$ cat config.mk
export PLATFORM = sky130hd
export DESIGN_NAME = rr_arb_wq
export DESIGN_NICKNAME = d
export VERILOG_FILES = /design/src/rtl/rr_arb_wq.sv
export SDC_FILE = /design/constraint.sdc
export NUM_CORES = 1
export LEC_CHECK = 0
export BUFFER_PORTS_ARGS = -buffer_cell sky130_fd_sc_hd__buf_2
export CAP_MARGIN = 0
export CORE_ASPECT_RATIO = 0.9
export CORE_MARGIN = 8
export CORE_UTILIZATION = 55
export DETAILED_ROUTE_END_ITERATION = 8
export PLACE_DENSITY = 0.82
export SYNTH_ARGS = -nofsm -noshare
export SYNTH_HDL_FRONTEND = slang
export SYNTH_SLANG_ARGS = --single-unit
export TNS_END_PERCENT = 10
$ cat constraint.sdc
create_clock -name clk -period 6.75 [get_ports clk]
set_input_delay 0.675 -clock clk [delete_from_list [all_inputs] [get_ports clk]]
set_output_delay 0.675 -clock clk [all_outputs]
set_load 0.05 [all_outputs]
$ cat src/rtl/rr_arb_wq.sv
// Round-robin arbiter with per-master quanta and owner lock.
//
// Parameters:
//   N  - number of masters (N >= 2)
//   CW - quantum/counter width in bits (CW >= 1)
//   IW - grant index width, $clog2(N)
//
// Ports:
//   clk     - sole clock, all state changes on its rising edge
//   rst     - synchronous active-low reset
//   req     - request per master, bit i = master i
//   lock    - current owner asks to hold the grant beyond its quantum
//   quanta  - field i (bits i*CW +: CW) = q_i; master i's slice lasts q_i+1 cycles
//   gnt     - registered one-hot grant, zero when idle
//   gnt_id  - registered index of the granted master, zero when idle
//   gnt_vld - registered, high whenever gnt is non-zero
module rr_arb_wq #(
  parameter int N  = 4,
  parameter int CW = 2,
  parameter int IW = $clog2(N)
) (
  input  logic            clk,
  input  logic            rst,
  input  logic [N-1:0]    req,
  input  logic            lock,
  input  logic [N*CW-1:0] quanta,
  output logic [N-1:0]    gnt,
  output logic [IW-1:0]   gnt_id,
  output logic            gnt_vld
);

  localparam int unsigned NU = N;

  typedef enum logic {IDLE, GRANT} state_t;

  state_t          state_q, state_d;
  logic [IW-1:0]   own_q, own_d;
  logic [IW-1:0]   ptr_q, ptr_d;
  logic [CW-1:0]   cnt_q, cnt_d;
  logic [CW-1:0]   q_own;
  logic [IW-1:0]   nxt_own;
  logic [IW-1:0]   base;
  logic [IW-1:0]   win;
  logic            hit;
  logic            rel;
  logic [N-1:0]    gnt_d;

  // Live quantum of the current owner.
  always_comb begin
    q_own = '0;
    for (int unsigned i = 0; i < NU; i++) begin
      if (own_q == IW'(i)) q_own = quanta[i*CW +: CW];
    end
  end

  assign nxt_own = (own_q == IW'(N-1)) ? '0 : own_q + IW'(1);

  assign rel = (state_q == GRANT) &&
               (!req[own_q] || ((cnt_q >= q_own) && !lock));

  // On release the search starts just past the owner, which puts the
  // releasing owner last; in IDLE it starts at the rotation pointer.
  assign base = (state_q == GRANT) ? nxt_own : ptr_q;

  always_comb begin
    int unsigned idx;
    logic [IW-1:0] idx_t;
    hit = 1'b0;
    win = '0;
    for (int unsigned i = 0; i < NU; i++) begin
      idx   = base;
      idx   = (idx + i) % NU;
      idx_t = IW'(idx);
      if (!hit && req[idx_t]) begin
        hit = 1'b1;
        win = idx_t;
      end
    end
  end

  always_comb begin
    state_d = state_q;
    own_d   = own_q;
    ptr_d   = ptr_q;
    cnt_d   = cnt_q;
    case (state_q)
      IDLE: begin
        if (hit) begin
          state_d = GRANT;
          own_d   = win;
          cnt_d   = '0;
        end
      end
      GRANT: begin
        if (rel) begin
          ptr_d = nxt_own;
          cnt_d = '0;
          if (hit) begin
            own_d = win;
          end else begin
            state_d = IDLE;
            own_d   = '0;
          end
        end else if (cnt_q != '1) begin
          cnt_d = cnt_q + CW'(1);
        end
      end
      default: state_d = IDLE;
    endcase
  end

  always_comb begin
    gnt_d = '0;
    if (state_d == GRANT) gnt_d[own_d] = 1'b1;
  end

  always_ff @(posedge clk) begin
    if (!rst) begin
      state_q <= IDLE;
      own_q   <= '0;
      ptr_q   <= '0;
      cnt_q   <= '0;
      gnt     <= '0;
      gnt_id  <= '0;
      gnt_vld <= 1'b0;
    end else begin
      state_q <= state_d;
      own_q   <= own_d;
      ptr_q   <= ptr_d;
      cnt_q   <= cnt_d;
      gnt     <= gnt_d;
      gnt_id  <= (state_d == GRANT) ? own_d : '0;
      gnt_vld <= (state_d == GRANT);
    end
  end

endmodule

==> impl_metrics.json <==
{
  "post_cts_buffers": 0,
  "synthesis.area_per_instance_um2": 8.27,
  "avgViaCountPerCell": 6.40,
  "clock_path_buffers": 2,
  "rsz0062_at_grt": "no",
  "ys_ff_latch": 13,
  "gp_congestion": 0.834,
  "p_leak_nw": 0.441,
  "via_count": 922,
  "crit_fanout": 7,
  "reg2reg_from": "own_q[1]",
  "path_clk_slew_ns": 0.08,
  "crit_required_ns": 6.93,
  "slew_violations": 0,
  "worst-r2r-setup-slack_ns": 3.97,
  "critPathMaxStageDelay_ns": 0.46,
  "cts_tree": "yes",
  "synthArstFlopShare_pct": 0,
  "maxCapViolations": 0,
  "status": "finished clean",
  "setup_slack_ns": 3.97,
  "synthCells": 105,
  "reg2reg_to": "gnt[0]",
  "clk_latency_ns": 0.28,
  "final_nets": 152,
  "cts_buffers": 3,
  "ir_drop_uv": 168,
  "maxSlewHeadroom_pct": 68.3,
  "pin_count": 22,
  "min_path_cells": 2,
  "hold_violations": 0,
  "grt_pass1_wl_um": 3910,
  "yosysSeqAreaShare_pct": 30.0,
  "die_y_um": 53.7,
  "antenna_found_initial": 0,
  "synth_area_um2": 868,
  "initial_utilization_pct": 59.3,
  "syn_nets": 127,
  "ff_latch_area_um2": 260,
  "fp.dieW_um": 57.9,
  "critPathKind": "reg2reg",
  "fin_crit_ns": 2.78,
  "drive_above_1_share_pct": 22.5,
  "path_cells": "inv_1 -> ha_1 -> nand3b_1 -> a21oi_1 -> a21oi_1 -> nor2_1 -> a21oi_1 -> ha_1 -> a21oi_1 -> o211a_2 -> o41a_1 -> and4_1",
  "final.fill_count": 119,
  "cp_slowest_cell": "o41a_1",
  "coreArea_um2": 1460,
  "critPathBufInv": 1,
  "grt.total_usage_pct": 15.7,
  "power_density_nw_per_um2": 274,
  "drtIter0Drc": 36,
  "multi_input_comb_area_um2": 573,
  "yosys_warnings": 0,
  "min_to": "ptr_q[1]",
  "hold_path_class": "reg2reg",
  "htreeDepth": 1,
  "syn2layout_area_growth_pct": 16.7,
  "cts-resized-gates": 0,
  "final_cell_mix": "21 x buf_2, 15 x a21oi_1, 13 x dfxtp_1",
  "min_from": "ptr_q[1]",
  "routedWlPerCell_um": 16.0,
  "clock_skew_ns": 0.00121,
  "cp-end-kind": "flip-flop",
  "cp_top_family": "compound AO/OA/AOI/OAI gates",
  "drtAntennaViolNets": 0,
  "period_share_pct": 41.1,
  "fmaxAchievable_mhz": 360,
  "placementRows": 13,
  "synth_edf_count": 0,
  "synth-main-ff-cell": "dfxtp_1",
  "cts.sinks": 13,
  "wl_um": 2310,
  "tightest_slew_ns": 0.475,
  "first_pass_iters": 4,
  "grt_max_degree": 14,
  "antenna_cells": 0,
  "cpMostUsedCell": "a21oi_1",
  "drc": 0,
  "pre_cts_slack_ns": 3.99,
  "grt-ovfl-total": 0,
  "final_common_cell": "buf_2",
  "hold_buffers": 0,
  "hpwlAfterDp_um": 1820,
  "start_kind": "flip-flop",
  "placedCellCount": 140,
  "io_buffer_count": 21,
  "grt_pass1_vias": 940,
  "synth_cell_types": 36,
  "die_area_um2": 3110,
  "instances_no_fill": 144,
  "arrival_ns": 2.96,
  "clockRootBuffer": "clkbuf_4",
  "rr_worst_depth": 12,
  "finalSetupTns_ns": 0,
  "setup_viol_count_final": 0
}
-- kinds of logic after synthesis --
family	count (synthesis)	synth area share [%]
AO/OA/AOI/OAI	37	28.5
adder cells (fa/ha/maj)	7	10.1
buffers and inverters	9	4.03
flip-flops	13	30.0
multiplexers	3	5.04
AND/OR/NAND/NOR	36	22.3
-- power by group --
part / switching [W] / leakage [nW] / internal [W]
Clock: 0.0000273 / 0.0150 / 0.0000230
Sequential: 0.00000961 / 0.107 / 0.0000888
Combinational: 0.0000814 / 0.319 / 0.0000477
-- worst min-delay path: stages, from the launching register on --
cell and delay [ns]:
dfxtp_1 0.33, o21ai_0 0.07, a21oi_1 0.06
-- layout make-up --
cell class	instances	area share [%]
multi-input combinational	83	56.5
sequential	13	25.7
timing repair buffer	21	10.4
inverter	8	2.96
clock buffer	4	2.59
tap	15	1.85
-- state kept, by name (all words and copies together), names as in the netlist --
| signal | cells |
|---|---|
| ptr_q | 2 |
| own_q | 2 |
| state_q | 1 |
| cnt_q | 2 |
| gnt_id | 2 |
| gnt | 4 |
-- layer usage --
layer  part of all wire (%)  GRT usage [%]  wire (um)
met5                      0              0          0
met4                    2.8           7.32         64
met3                    7.1           3.33        165
met2                     50           30.0       1170
met1                     40           16.5        914
-- how the worst max path moves through the flow --
stage               startpoint     end  cells past startpoint
finish                own_q[1]  gnt[0]                     12
global route          own_q[1]  gnt[2]                     12
CTS                   own_q[1]  gnt[0]                     12
detailed placement    own_q[1]  gnt[0]                     12
global placement      own_q[1]  gnt[3]                     12
floorplan             own_q[0]  gnt[0]                     12
-- Yosys cell counts, types with 2 or more instances --
library cell | number | share of area [%]
a21oi_1 | 15 | 8.6
dfxtp_1 | 13 | 30
nand2_1 | 9 | 3.9
inv_1 | 8 | 3.5
ha_1 | 7 | 10
nor2_1 | 6 | 2.6
o21ai_0 | 5 | 2.9
a211oi_1 | 3 | 2.6
nand2b_1 | 3 | 2.2
nand3_1 | 3 | 1.7
nand3b_1 | 3 | 2.6
and4_1 | 2 | 2.0
nand4_1 | 2 | 1.4
o21a_1 | 2 | 1.7
or3_1 | 2 | 1.4
or4_1 | 2 | 1.7
-- through the flow --
| step | hold slack, ns | util [%] | power [W] | cell area [um2] |
|---|---|---|---|---|
| final | 0.508 | 69.2 | 0.000278 | 1010 |
| after global routing | 0.539 | 69.2 | 0.000298 | 1010 |
| after CTS | 0.510 | 69.2 | 0.000277 | 1010 |
| after detailed placement | 0.492 | 67.4 | 0.000228 | 987 |
| after global placement | 0.480 | 67.4 | 0.000221 | 987 |
| after floorplan | 0.458 | - | 0.000196 | 868 |
(Power assumes the default switching activity.)
